===== config.mk =====
export PLATFORM = sky130hd
export DESIGN_NAME = pipe_ctrl
export DESIGN_NICKNAME = d
export VERILOG_FILES = /design/src/rtl/pipe_ctrl.sv
export SDC_FILE = /design/constraint.sdc
export NUM_CORES = 1
export LEC_CHECK = 0
export CORE_ASPECT_RATIO = 1.25
export CORE_MARGIN = 3
export CORE_UTILIZATION = 40
export CTS_CLUSTER_DIAMETER = 100
export DETAILED_ROUTE_END_ITERATION = 10
export PLACE_DENSITY_LB_ADDON = 0.2
export SLEW_MARGIN = 20
export SYNTH_ARGS = -nofsm -noshare
export SYNTH_HDL_FRONTEND = slang
export SYNTH_SLANG_ARGS = --single-unit

===== constraint.sdc =====
create_clock -name clk -period 3.5 [get_ports clk]
set_clock_uncertainty 0.1 [all_clocks]
set_input_delay 0.35 -clock clk [delete_from_list [all_inputs] [get_ports clk]]
set_output_delay 0.35 -clock clk [all_outputs]
set_load 0.005 [all_outputs]

===== src/rtl/pipe_ctrl.sv =====
// pipe_ctrl: central sequencer for the 5-stage RISC-V pipeline.
// Turns hazard/branch/memory/halt requests into pipeline-register write
// enables and flushes, and runs the multi-cycle flush, memory-wait and
// halt-drain sequences.
//
// Optional build macro: PIPE_CTRL_PERF_CNT_EN adds the stall_cycles and
// flush_cycles performance counters.
//
// Handshake note: there is no valid/ready pair here. mem_req/mem_ready act
// as a level request/complete pair. The MEM stage holds mem_req until the
// cycle in which mem_ready=1. While mem_req=1 and mem_ready=0, the whole
// pipeline freezes. mem_req=1 with mem_ready=1 completes in that cycle
// without a wait cycle.
module pipe_ctrl #(
  parameter int FLUSH_CYCLES = 1,
  parameter int MEM_TIMEOUT  = 16,
  parameter int DRAIN_CYCLES = 3
) (
  input  logic        clk,
  input  logic        rst,
  input  logic        hazard_stall,
  input  logic        branch_taken,
  input  logic        mem_req,
  input  logic        mem_ready,
  input  logic        halt_req,
  output logic        pc_we,
  output logic        if_id_we,
  output logic        if_id_flush,
  output logic        id_ex_flush,
  output logic        ex_mem_we,
  output logic        mem_wb_we,
  output logic        halted,
  output logic        mem_err,
  output logic [2:0]  state_dbg
`ifdef PIPE_CTRL_PERF_CNT_EN
  ,
  output logic [31:0] stall_cycles,
  output logic [31:0] flush_cycles
`endif
);

  typedef enum logic [2:0] {
    S_RUN      = 3'd0,
    S_FLUSH    = 3'd1,
    S_DRAIN    = 3'd2,
    S_MEM_WAIT = 3'd3,
    S_HALTED   = 3'd4
  } state_t;

  state_t     state, ret_state;
  logic [2:0] flush_cnt, drain_cnt;
  logic [7:0] wait_cnt;
  logic       mem_err_q;

  state_t     nxt_state, nxt_ret_state, eff_state;
  logic [2:0] nxt_flush_cnt, nxt_drain_cnt;
  logic [7:0] nxt_wait_cnt;
  logic       nxt_mem_err;

  // Packed enables: {pc_we, if_id_we, if_id_flush, id_ex_flush, ex_mem_we, mem_wb_we}
  logic [5:0] ctl;

  localparam logic [5:0] CTL_FREEZE   = 6'b00_00_00;
  localparam logic [5:0] CTL_NORMAL   = 6'b11_00_11;
  localparam logic [5:0] CTL_RESET    = 6'b00_11_00;
  localparam logic [5:0] CTL_BRANCH   = 6'b11_11_11;
  localparam logic [5:0] CTL_STALL    = 6'b00_01_11;
  localparam logic [5:0] CTL_HALT_ACC = 6'b01_10_11;
  localparam logic [5:0] CTL_FLUSH    = 6'b11_10_11;
  localparam logic [5:0] CTL_DRAIN    = 6'b00_11_11;

  localparam logic [2:0] FLUSH_INIT = 3'(FLUSH_CYCLES - 1);
  localparam logic [2:0] DRAIN_INIT = 3'(DRAIN_CYCLES);
  localparam logic [7:0] WAIT_LAST  = 8'(MEM_TIMEOUT - 1);

  // Decode the current cycle and compute the next state and counters.
  always_comb begin
    ctl           = CTL_FREEZE;
    eff_state     = state;
    nxt_state     = state;
    nxt_ret_state = ret_state;
    nxt_flush_cnt = flush_cnt;
    nxt_drain_cnt = drain_cnt;
    nxt_wait_cnt  = wait_cnt;
    nxt_mem_err   = mem_err_q;

    if (rst) begin
      ctl = CTL_RESET;
    end else if (state == S_HALTED) begin
      ctl = CTL_FREEZE;
    end else if (state == S_MEM_WAIT && !mem_ready) begin
      // Still waiting on data memory. Give up after the timeout budget.
      ctl = CTL_FREEZE;
      if (wait_cnt == WAIT_LAST) begin
        nxt_mem_err = 1'b1;
        nxt_state   = S_HALTED;
      end else begin
        nxt_wait_cnt = wait_cnt + 8'd1;
      end
    end else if (state != S_MEM_WAIT && mem_req && !mem_ready) begin
      // New memory stall: freeze now and remember where to resume.
      ctl           = CTL_FREEZE;
      nxt_ret_state = state;
      nxt_wait_cnt  = 8'd0;
      nxt_state     = S_MEM_WAIT;
    end else begin
      // On the resume cycle, decode as the saved state with freeze cleared.
      if (state == S_MEM_WAIT) begin
        eff_state = ret_state;
      end
      nxt_state = eff_state;
      case (eff_state)
        S_RUN: begin
          if (branch_taken) begin
            ctl = CTL_BRANCH;
            if (FLUSH_CYCLES > 1) begin
              nxt_state     = S_FLUSH;
              nxt_flush_cnt = FLUSH_INIT;
            end
          end else if (hazard_stall) begin
            ctl = CTL_STALL;
          end else if (halt_req) begin
            ctl           = CTL_HALT_ACC;
            nxt_state     = S_DRAIN;
            nxt_drain_cnt = DRAIN_INIT;
          end else begin
            ctl = CTL_NORMAL;
          end
        end
        S_FLUSH: begin
          ctl           = CTL_FLUSH;
          nxt_flush_cnt = flush_cnt - 3'd1;
          if (flush_cnt == 3'd1) begin
            nxt_state = S_RUN;
          end
        end
        S_DRAIN: begin
          ctl           = CTL_DRAIN;
          nxt_drain_cnt = drain_cnt - 3'd1;
          if (drain_cnt == 3'd1) begin
            nxt_state = S_HALTED;
          end
        end
        default: begin
          ctl = CTL_FREEZE;
        end
      endcase
    end
  end

  // State, saved return state, sequence counters and sticky error.
  always_ff @(posedge clk) begin
    if (rst) begin
      state     <= S_RUN;
      ret_state <= S_RUN;
      flush_cnt <= 3'd0;
      drain_cnt <= 3'd0;
      wait_cnt  <= 8'd0;
      mem_err_q <= 1'b0;
    end else begin
      state     <= nxt_state;
      ret_state <= nxt_ret_state;
      flush_cnt <= nxt_flush_cnt;
      drain_cnt <= nxt_drain_cnt;
      wait_cnt  <= nxt_wait_cnt;
      mem_err_q <= nxt_mem_err;
    end
  end

  // Fan the decoded control word out to the ports.
  always_comb begin
    {pc_we, if_id_we, if_id_flush, id_ex_flush, ex_mem_we, mem_wb_we} = ctl;
    halted    = !rst && (state == S_HALTED);
    mem_err   = !rst && mem_err_q;
    state_dbg = state;
  end

`ifdef PIPE_CTRL_PERF_CNT_EN
  // Count stalled-fetch cycles and IF/ID flush cycles; both wrap.
  always_ff @(posedge clk) begin
    if (rst) begin
      stall_cycles <= 32'd0;
      flush_cycles <= 32'd0;
    end else begin
      if (!pc_we && !halted) begin
        stall_cycles <= stall_cycles + 32'd1;
      end
      if (if_id_flush) begin
        flush_cycles <= flush_cycles + 32'd1;
      end
    end
  end
`endif

endmodule


# Word level (Yosys, flattened, before mapping)
# Index checks and enable logic that the tools add are counted.
# totals
out_inout_bits	11
input_bits	7
elab_cells	70
reg_bits	21
# classes
bitwise	3
n_eq_ne	13
n_addsub	3
reduce_logical	16
muxes	29
# ops
op	count
3-bit 2-to-1 mux	16
6-bit 2-to-1 mux	7
8-bit 2-to-1 mux	3
6-bit case mux with 3 select lines	1
3-bit by 1-bit equality test with 1-bit output (second input constant)	3
3-bit case mux with 3 select lines	1
3-bit AND reduction	3
8-bit by 1-bit adder with 8-bit output (second input constant)	1
8-bit by 4-bit equality test with 1-bit output (second input constant)	1
2-bit inequality test (second input constant)	4
7-bit AND reduction	1
3-bit by 2-bit equality test with 1-bit output (second input constant)	2
3-bit case mux with 2 select lines	1
3-bit by 1-bit subtractor with 3-bit output (second input constant)	2
1-bit logical AND	5
4-bit AND reduction	1
2-bit nonzero test	2
3-bit equality test (second input constant)	1
3-bit zero test	1
3-bit by 2-bit inequality test with 1-bit output (second input constant)	1
1-bit inverter	3
1-bit zero test	2
2-bit by 1-bit inequality test with 1-bit output (second input constant)	1
2-bit AND reduction	1

# Longest topological paths before layout
# Gate-level depths: netlist of the first run.
# depth
word_depth	13
ltp_mapped	7
depth_no_buf	6

# Worst setup path after synthesis of the first run
# OpenSTA, ideal clock, no wires.
# synth_path
path_kind	flip-flop to output port
startpoint	reg state[0] (netlist: state_dbg[0])
endpoint	out mem_wb_we
required_ns	3.050
t_arrival_ns	1.695
path_stages_with_launch	8
setup_slack_ns	1.355
n_path_buf	3
path_cell_list	dfxtp_1 > buf_2 > and4bb_4 > or3_4 > buf_6 > a211o_1 > nor2_1 > buf_4
# synth_between
elab_chain_cells	12
word_cells_on_any_way	19
cone_classes	5 x eq/ne; 10 x mux; 4 x reduce/logical
# synth_lines
item	line_no	source
start, declared	50	state_t state, ret_state;
start signal, assigned	161	state <= nxt_state;
3-bit by 2-bit equality test with 1-bit output	91, 108	
3-bit 2-to-1 mux	108	if (state == S_MEM_WAIT) begin
3-bit 2-to-1 mux	100	end else if (state != S_MEM_WAIT && mem_req && !mem_ready) begin
3-bit 2-to-1 mux	91	end else if (state == S_MEM_WAIT && !mem_ready) begin
3-bit 2-to-1 mux	89	end else if (state == S_HALTED) begin
3-bit 2-to-1 mux	87	if (rst) begin
3-bit by 2-bit equality test with 1-bit output (tied with other cells)	112	case (eff_state)
6-bit case mux with 3 select lines	112	
6-bit 2-to-1 mux	100	
6-bit 2-to-1 mux	91	
6-bit 2-to-1 mux *	89	
6-bit 2-to-1 mux *	87	
end, declared	31	output logic mem_wb_we,
# Every way passes the cells marked *; elsewhere a longest branch is shown, timed or not. The select of a mux whose other input is x is not followed.

# Worst setup path in the final report of the first run
# layout_path
startpoint	reg state[1] (netlist: state_dbg[1])
endpoint	out id_ex_flush
# layout_between
elab_chain_cells	12
word_cells_on_any_way	19
cone_classes	5 x eq/ne; 10 x mux; 4 x reduce/logical
# layout_lines
item	line_no	source
3-bit by 2-bit equality test with 1-bit output	91, 108	
3-bit 2-to-1 mux	108	
3-bit 2-to-1 mux	100	
3-bit 2-to-1 mux	91	
3-bit 2-to-1 mux	89	
3-bit 2-to-1 mux	87	
3-bit by 2-bit equality test with 1-bit output (tied with other cells)	112	
6-bit case mux with 3 select lines	112	
6-bit 2-to-1 mux	100	
6-bit 2-to-1 mux	91	
6-bit 2-to-1 mux *	89	
6-bit 2-to-1 mux *	87	
end, declared	29	output logic id_ex_flush,
# Marks and branches as above.

==> results of run 1 <==
metal layers:
| layer | wire (um) | track usage [%] | share of wire (%) | vias up |
|---|---|---|---|---|
| li1 | - | - | - | 716 |
| met1 | 1530 | 21.0 | 41 | 694 |
| met2 | 1900 | 31.7 | 51 | 38 |
| met3 | 198 | 2.26 | 5.3 | 6 |
| met4 | 71 | 9.64 | 1.9 | 0 |
| met5 | 0 | 0 | 0 | - |
metrics by stage:
step / cells / util (%) / setup slack (ps) / hold slack, ps
floorplan: 191 / - / 1350 / 332
global placement: 234 / 46.8 / 474 / 346
detailed placement: 234 / 46.8 / 455 / 347
CTS: 238 / 48.1 / 408 / 359
global route: 238 / 48.1 / 221 / 385
finish: 238 / 48.1 / 390 / 357
worst max-delay path, cell delays in order, from the launching register on:
cell and delay [ps]:
dfxtp_1 760, nor3b_1 170, or3_4 480, a211o_1 300, o21ai_0 160, clkdlybuf4s50_1 520
power by group through the flow:
stage	Sequential (W)	Clock, W	Combinational [W]
2_1_floorplan	0.000263	0	0.000108
3_3_place_gp	0.000277	0	0.000143
3_5_place_dp	0.000278	0	0.000146
4_1_cts	0.000272	0.000166	0.000148
5_1_grt	0.000275	0.000178	0.000162
6_report	0.000273	0.000157	0.000147
Yosys cell counts (2+ instances only):
library cell / n / area share, %
a22oi_1: 3 / 1.5
dfxtp_1: 21 / 28
o2111ai_1: 3 / 1.8
a31oi_1: 4 / 1.7
nor2b_1: 6 / 2.5
a2111o_1: 2 / 1.5
or3_1: 2 / 0.84
nor3b_1: 2 / 1.0
clkbuf_1: 8 / 2.0
or2_2: 2 / 0.84
a21o_1: 2 / 1.0
buf_2: 4 / 1.3
or4_1: 2 / 1.0
a2111oi_0: 4 / 2.4
nand2b_1: 4 / 1.7
inv_1: 13 / 3.3
a221o_1: 2 / 1.3
mux2i_1: 4 / 2.7
or3b_2: 3 / 1.8
nor4b_1: 2 / 1.2
nor3_1: 3 / 1.0
a21oi_1: 12 / 4.0
nand2_1: 16 / 4.0
ha_1: 5 / 4.2
o21ai_1: 2 / 0.67
nand3_1: 9 / 3.0
o211a_1: 4 / 2.7
o21ai_0: 13 / 4.4
o31ai_1: 3 / 1.5
nor2_1: 11 / 2.8
a211o_1: 2 / 1.2
logic make-up after synthesis:
| family | count (synthesis) | share of synthesized area [%] |
|---|---|---|
| compound gates | 63 | 29.7 |
| fa+ha+maj | 5 | 4.22 |
| mux | 4 | 2.70 |
| buf+inv | 28 | 8.18 |
| flops | 21 | 28.3 |
| simple gates | 70 | 26.9 |
flip-flops by register name, summed over array words and instances, names as in the netlist:
name	cells
wait_cnt	8
flush_cnt	3
ret_state	3
state_dbg	3
mem_err_q	1
drain_cnt	3
final cells by class:
cell class / count / area (um2) / area share [%]
multi-input cells: 142 / 942 / 55.7
flip-flops and latches: 21 / 420 / 24.9
repair buffers: 19 / 185 / 11.0
inverters: 13 / 48.8 / 2.89
well taps: 39 / 48.8 / 2.89
clock buffers: 4 / 45.0 / 2.66
how the worst max path moves through the flow:
stage,from,endpoint,slack [ps],cells past startpoint
after global placement,mem_ready,id_ex_flush,470,6
after global routing,state_dbg[0],id_ex_flush,220,5
final,state_dbg[1],id_ex_flush,390,5
after floorplan,state_dbg[0],mem_wb_we,1350,7
after CTS,state_dbg[0],id_ex_flush,410,5
after detailed placement,mem_ready,id_ex_flush,450,6
==> results.sh, run 1 <==
export IMPL_post_synth_inst_count=191
export IMPL_drive_gt1_share_pct=6.53
export IMPL_dpl_hpwl_mm=2.71
export IMPL_number_of_cell_rows=24
export IMPL_final_hold_viol_count=0
export IMPL_overflow=0
export IMPL_net_switching_power_w=0.000173
export IMPL_setup_viol=0
export IMPL_ys_warnings_count=0
export IMPL_power_combinational_fraction_pct=25.5
export IMPL_cts_tree="done"
export IMPL_first_global_vias=1409
export IMPL_cts_setup_buffers=0
export IMPL_post_cts_resized=0
export IMPL_antenna_cells=0
export IMPL_fin_total_pwr_w=0.000576
export IMPL_pwr_share_seq_pct=47.3
export IMPL_vdd_drop_max_mv=0.215
export IMPL_drtAntennaViolNets=0
export IMPL_cts_hold_fix_buffers=0
export IMPL_critical_path_required_ps=3050
export IMPL_post_route_period_util_pct=88.9
export IMPL_timing_hold_worst_endpoint="mem_err_q"
export IMPL_synthesis_area_um2=1480
export IMPL_setup_worst_path_class="flop to output port"
export IMPL_end_of_the_worst_register_to_register_path="wait_cnt[1]"
export IMPL_r2r_start="state_dbg[1]"
export IMPL_asyncSetResetFlopFracSynth_pct=0
export IMPL_grt_first_pass_wirelength_mm=6.22
export IMPL_clock_root_buffer="clkbuf_8"
export IMPL_via_per_inst=6.11
export IMPL_ctsLongestPathBuffers=2
export IMPL_place_port_buffers=17
export IMPL_die_area_um2=4480
export IMPL_timing_setup_tns_ps=0
export IMPL_ctsHtreeMaxLevel=1
export IMPL_io_pins=18
export IMPL_worst_pin_slew_ps=725
export IMPL_vias=1454
export IMPL_gp_routability_congestion=0.833
export IMPL_number_of_max_slew_violations_in_the_final_report=0
export IMPL_synth_lib_cells_used_distinct=49
export IMPL_floorplan_core_area_um2=3510
export IMPL_synth_avg_cell_area_um2=7.77
export IMPL_synth_flop_cell="dfxtp_1"
export IMPL_grt_antenna_before_repair=0
export IMPL_worst_skew_pair_late_latency_ps=260
export IMPL_number_of_nets_in_the_layout=212
export IMPL_clock_fmax_ghz=0.322
export IMPL_rsz0062_at_grt="false"
export IMPL_critical_path_endpoint_type="output port"
export IMPL_status="completed"
export IMPL_hold_path_class="flop to flop"
export IMPL_maxCapViolCount=0
export IMPL_clock_sink_count=21
export IMPL_grt_util_all_layers_pct=18.1
export IMPL_static_leakage_power_nw=0.623
export IMPL_seq_area_frac_synth_pct=28.3
export IMPL_r2r_cells=4
export IMPL_p_sw_share_pct=30.0
export IMPL_worst_ep_arrival_time_ps=2660
export IMPL_reg2reg_slack_ps=1080
export IMPL_area_growth_syn_to_layout_pct=13.9
export IMPL_cts_reportedPaths_clkPinSlew_ps=70
export IMPL_die_width_um=60.5
export IMPL_p_int_w=0.000404
export IMPL_slew_limit_headroom_pct=51.3
export IMPL_detail_route_first_pass_iterations=4
export IMPL_numCtsBuffers=3
export IMPL_drt_total_wl_mm=3.70
export IMPL_postLayoutCellArea_um2=1690
export IMPL_die_height_um=74.1
export IMPL_most_common_layout_cells="dfxtp_1 (21), clkdlybuf4s50_1 (17), nand2_1 (16), inv_1 (13), o21ai_0 (13)"
export IMPL_grt_start_max_net_pins=23
export IMPL_drt_iter0_markers=74
export IMPL_dpl_instance_area_um2=1650
export IMPL_post_route_drc_count=0
export IMPL_routed_len_inst_um=15.6
export IMPL_mostFrequentLayoutCell="dfxtp_1"
export IMPL_power_per_cell_area_nw_per_um2=341
export IMPL_cp_start_kind="flop"
export IMPL_postSynthRegisterBits=21
export IMPL_synth_edff_count=0
export IMPL_n_fill_cell=361
export IMPL_power_frac_clock_pct=27.2
export IMPL_synth_net_count=203
export IMPL_start_util_pct=42.2
export IMPL_finalWorstPathRequiredPeriod_ps=3110
export IMPL_min_path_cells=2
export IMPL_critical_path_max_fanout=22
export IMPL_timing_hold_worst_start="mem_err_q"
No activity file was read; power rests on OpenSTA's default activity.
==> run 2, diff against run 1 <==
--- a/config.mk
+++ b/config.mk
@@ -10,7 +10,6 @@
 export CORE_UTILIZATION = 40
 export CTS_CLUSTER_DIAMETER = 100
 export DETAILED_ROUTE_END_ITERATION = 10
-export PLACE_DENSITY_LB_ADDON = 0.2
 export SLEW_MARGIN = 20
 export SYNTH_ARGS = -nofsm -noshare
 export SYNTH_HDL_FRONTEND = slang
==> run 2 against run 1 <==
  * Register-to-register slack about the same
  * Sequential power hardly changed
  * Routed wire length rose by 1.9%
  * Non-clock buffer count unchanged
  * Maximum frequency decreased by 0.60%
  * Die area unchanged
  * Sequential share of layout area about the same
==> results.sh, run 2 (synthesis results as in run 1) <==
export IMPL_post_cts_resized=0
export IMPL_grt_first_pass_wirelength_mm=6.39
export IMPL_critical_path_required_ps=3050
export IMPL_gp_routability_congestion=0.860
export IMPL_r2r_start="state_dbg[1]"
export IMPL_place_worst_setup_slack_ps=420
export IMPL_cts_hold_fix_buffers=0
export IMPL_die_width_um=60.5
export IMPL_place_port_buffers=17
export IMPL_pwr_share_seq_pct=47.1
export IMPL_ctsHtreeMaxLevel=1
export IMPL_dpl_hpwl_mm=2.71
export IMPL_power_combinational_fraction_pct=25.6
export IMPL_dp_cells=234
export IMPL_static_leakage_power_nw=0.626
export IMPL_floorplan_core_area_um2=3510
export IMPL_drt_total_wl_mm=3.77
export IMPL_max_ffs_per_register=8
export IMPL_final_hold_viol_count=0
export IMPL_most_common_layout_cells="dfxtp_1 (21), clkdlybuf4s50_1 (17), nand2_1 (16), inv_1 (13), o21ai_0 (13)"
export IMPL_start_util_pct=42.2
export IMPL_setup_slack_ps=371
export IMPL_critical_path_endpoint_type="output port"
export IMPL_die_area_um2=4480
export IMPL_maxCapViolCount=0
export IMPL_final_cells=238
export IMPL_cts_setup_buffers=0
export IMPL_number_of_nets_in_the_layout=212
export IMPL_grt_start_max_net_pins=23
export IMPL_vdd_drop_max_mv=0.211
export IMPL_drt_iter0_markers=118
export IMPL_timing_setup_tns_ps=0
export IMPL_post_route_period_util_pct=89.4
export IMPL_drive_gt1_share_pct=7.04
export IMPL_clock_sink_count=21
export IMPL_vias=1448
export IMPL_p_sw_share_pct=30.7
export IMPL_number_of_max_slew_violations_in_the_final_report=0
export IMPL_cp_start_kind="flop"
export IMPL_power_per_cell_area_nw_per_um2=343
export IMPL_crit_start="state_dbg[1]"
export IMPL_post_route_drc_count=0
export IMPL_hold_path_class="flop to flop"
export IMPL_setup_worst_path_class="flop to output port"
export IMPL_grt_util_all_layers_pct=18.6
export IMPL_setup_viol=0
export IMPL_clock_fmax_ghz=0.320
export IMPL_number_of_cell_rows=24
export IMPL_overflow=0
export IMPL_rsz0062_at_grt="false"
export IMPL_first_global_vias=1381
export IMPL_routed_len_inst_um=15.8
export IMPL_grt_antenna_before_repair=0
export IMPL_final_hold_slack_ps=357
export IMPL_slew_limit_headroom_pct=49.2
export IMPL_regMostFlops="wait_cnt"
export IMPL_worst_ep_arrival_time_ps=2680
export IMPL_status="completed"
export IMPL_ctsLongestPathBuffers=2
export IMPL_reg2reg_slack_ps=1070
export IMPL_net_switching_power_w=0.000178
export IMPL_cts_tree="done"
export IMPL_numCtsBuffers=3
export IMPL_mostFrequentLayoutCell="dfxtp_1"
export IMPL_worst_pin_slew_ps=756
export IMPL_area_growth_syn_to_layout_pct=14.0
export IMPL_io_pins=18
export IMPL_p_int_w=0.000402
export IMPL_drtAntennaViolNets=0
export IMPL_timing_hold_worst_start="mem_err_q"
export IMPL_finalWorstPathRequiredPeriod_ps=3130
export IMPL_via_per_inst=6.08
export IMPL_detail_route_first_pass_iterations=4
export IMPL_worst_skew_pair_late_latency_ps=260
export IMPL_clock_root_buffer="clkbuf_8"
export IMPL_antenna_cells=0
export IMPL_critical_path_max_fanout=22
export IMPL_die_height_um=74.1
export IMPL_power_frac_clock_pct=27.4
export IMPL_cts_reportedPaths_clkPinSlew_ps=70
==> run 2: cell types whose count changed in the layout (fill, tap and decap cells not counted) <==
cell	change
clkbuf_1	-1
clkinv_2	+1
==> run 2: path summary, 6_finish.rpt <==
check / endpoint / cells after the start
worst max-delay path: id_ex_flush / 5
worst min-delay path: mem_err_q / 2
worst min register to register: mem_err_q / 2
worst max register to register: wait_cnt[1] / 4
==> run 2: power groups by stage <==
| stage | Sequential, W | Combinational [W] | Clock (W) |
|---|---|---|---|
| floorplan | 0.000263 | 0.000108 | 0 |
| global placement | 0.000277 | 0.000143 | 0 |
| detailed placement | 0.000278 | 0.000148 | 0 |
| CTS | 0.000272 | 0.000149 | 0.000166 |
| global route | 0.000276 | 0.000165 | 0.000178 |
| finish | 0.000273 | 0.000148 | 0.000159 |
==> run 2: critical path, cell delays in order (launching register included) <==
cell and delay, ps:
dfxtp_1 770, nor3b_1 180, or3_4 490, a211o_1 300, o21ai_0 160, clkdlybuf4s50_1 520
==> run 2: final cells by class <==
type	count	area (um2)
fill	363	1820
inverter	13	48.8
clock inverter	1	5.00
multi-input combinational	142	942
tap	39	48.8
clock buffer	3	41.3
timing repair buffer	19	185
sequential	21	420
==> run 2: per-stage QoR <==
step | total power (W) | area [um2] | utilization, %
2_1_floorplan | 0.000372 | 1480 | -
3_3_place_gp | 0.000420 | 1650 | 46.8
3_5_place_dp | 0.000426 | 1650 | 46.8
4_1_cts | 0.000587 | 1690 | 48.1
5_1_grt | 0.000618 | 1690 | 48.1
6_report | 0.000580 | 1690 | 48.1
==> run 2: per-layer routing <==
metal	routed length, um	vias up	GRT usage (%)
met1	1630	684	23.4
met3	184	9	2.08
met2	1860	37	31.6
li1	-	718	-
met4	94	0	8.19
met5	0	-	0
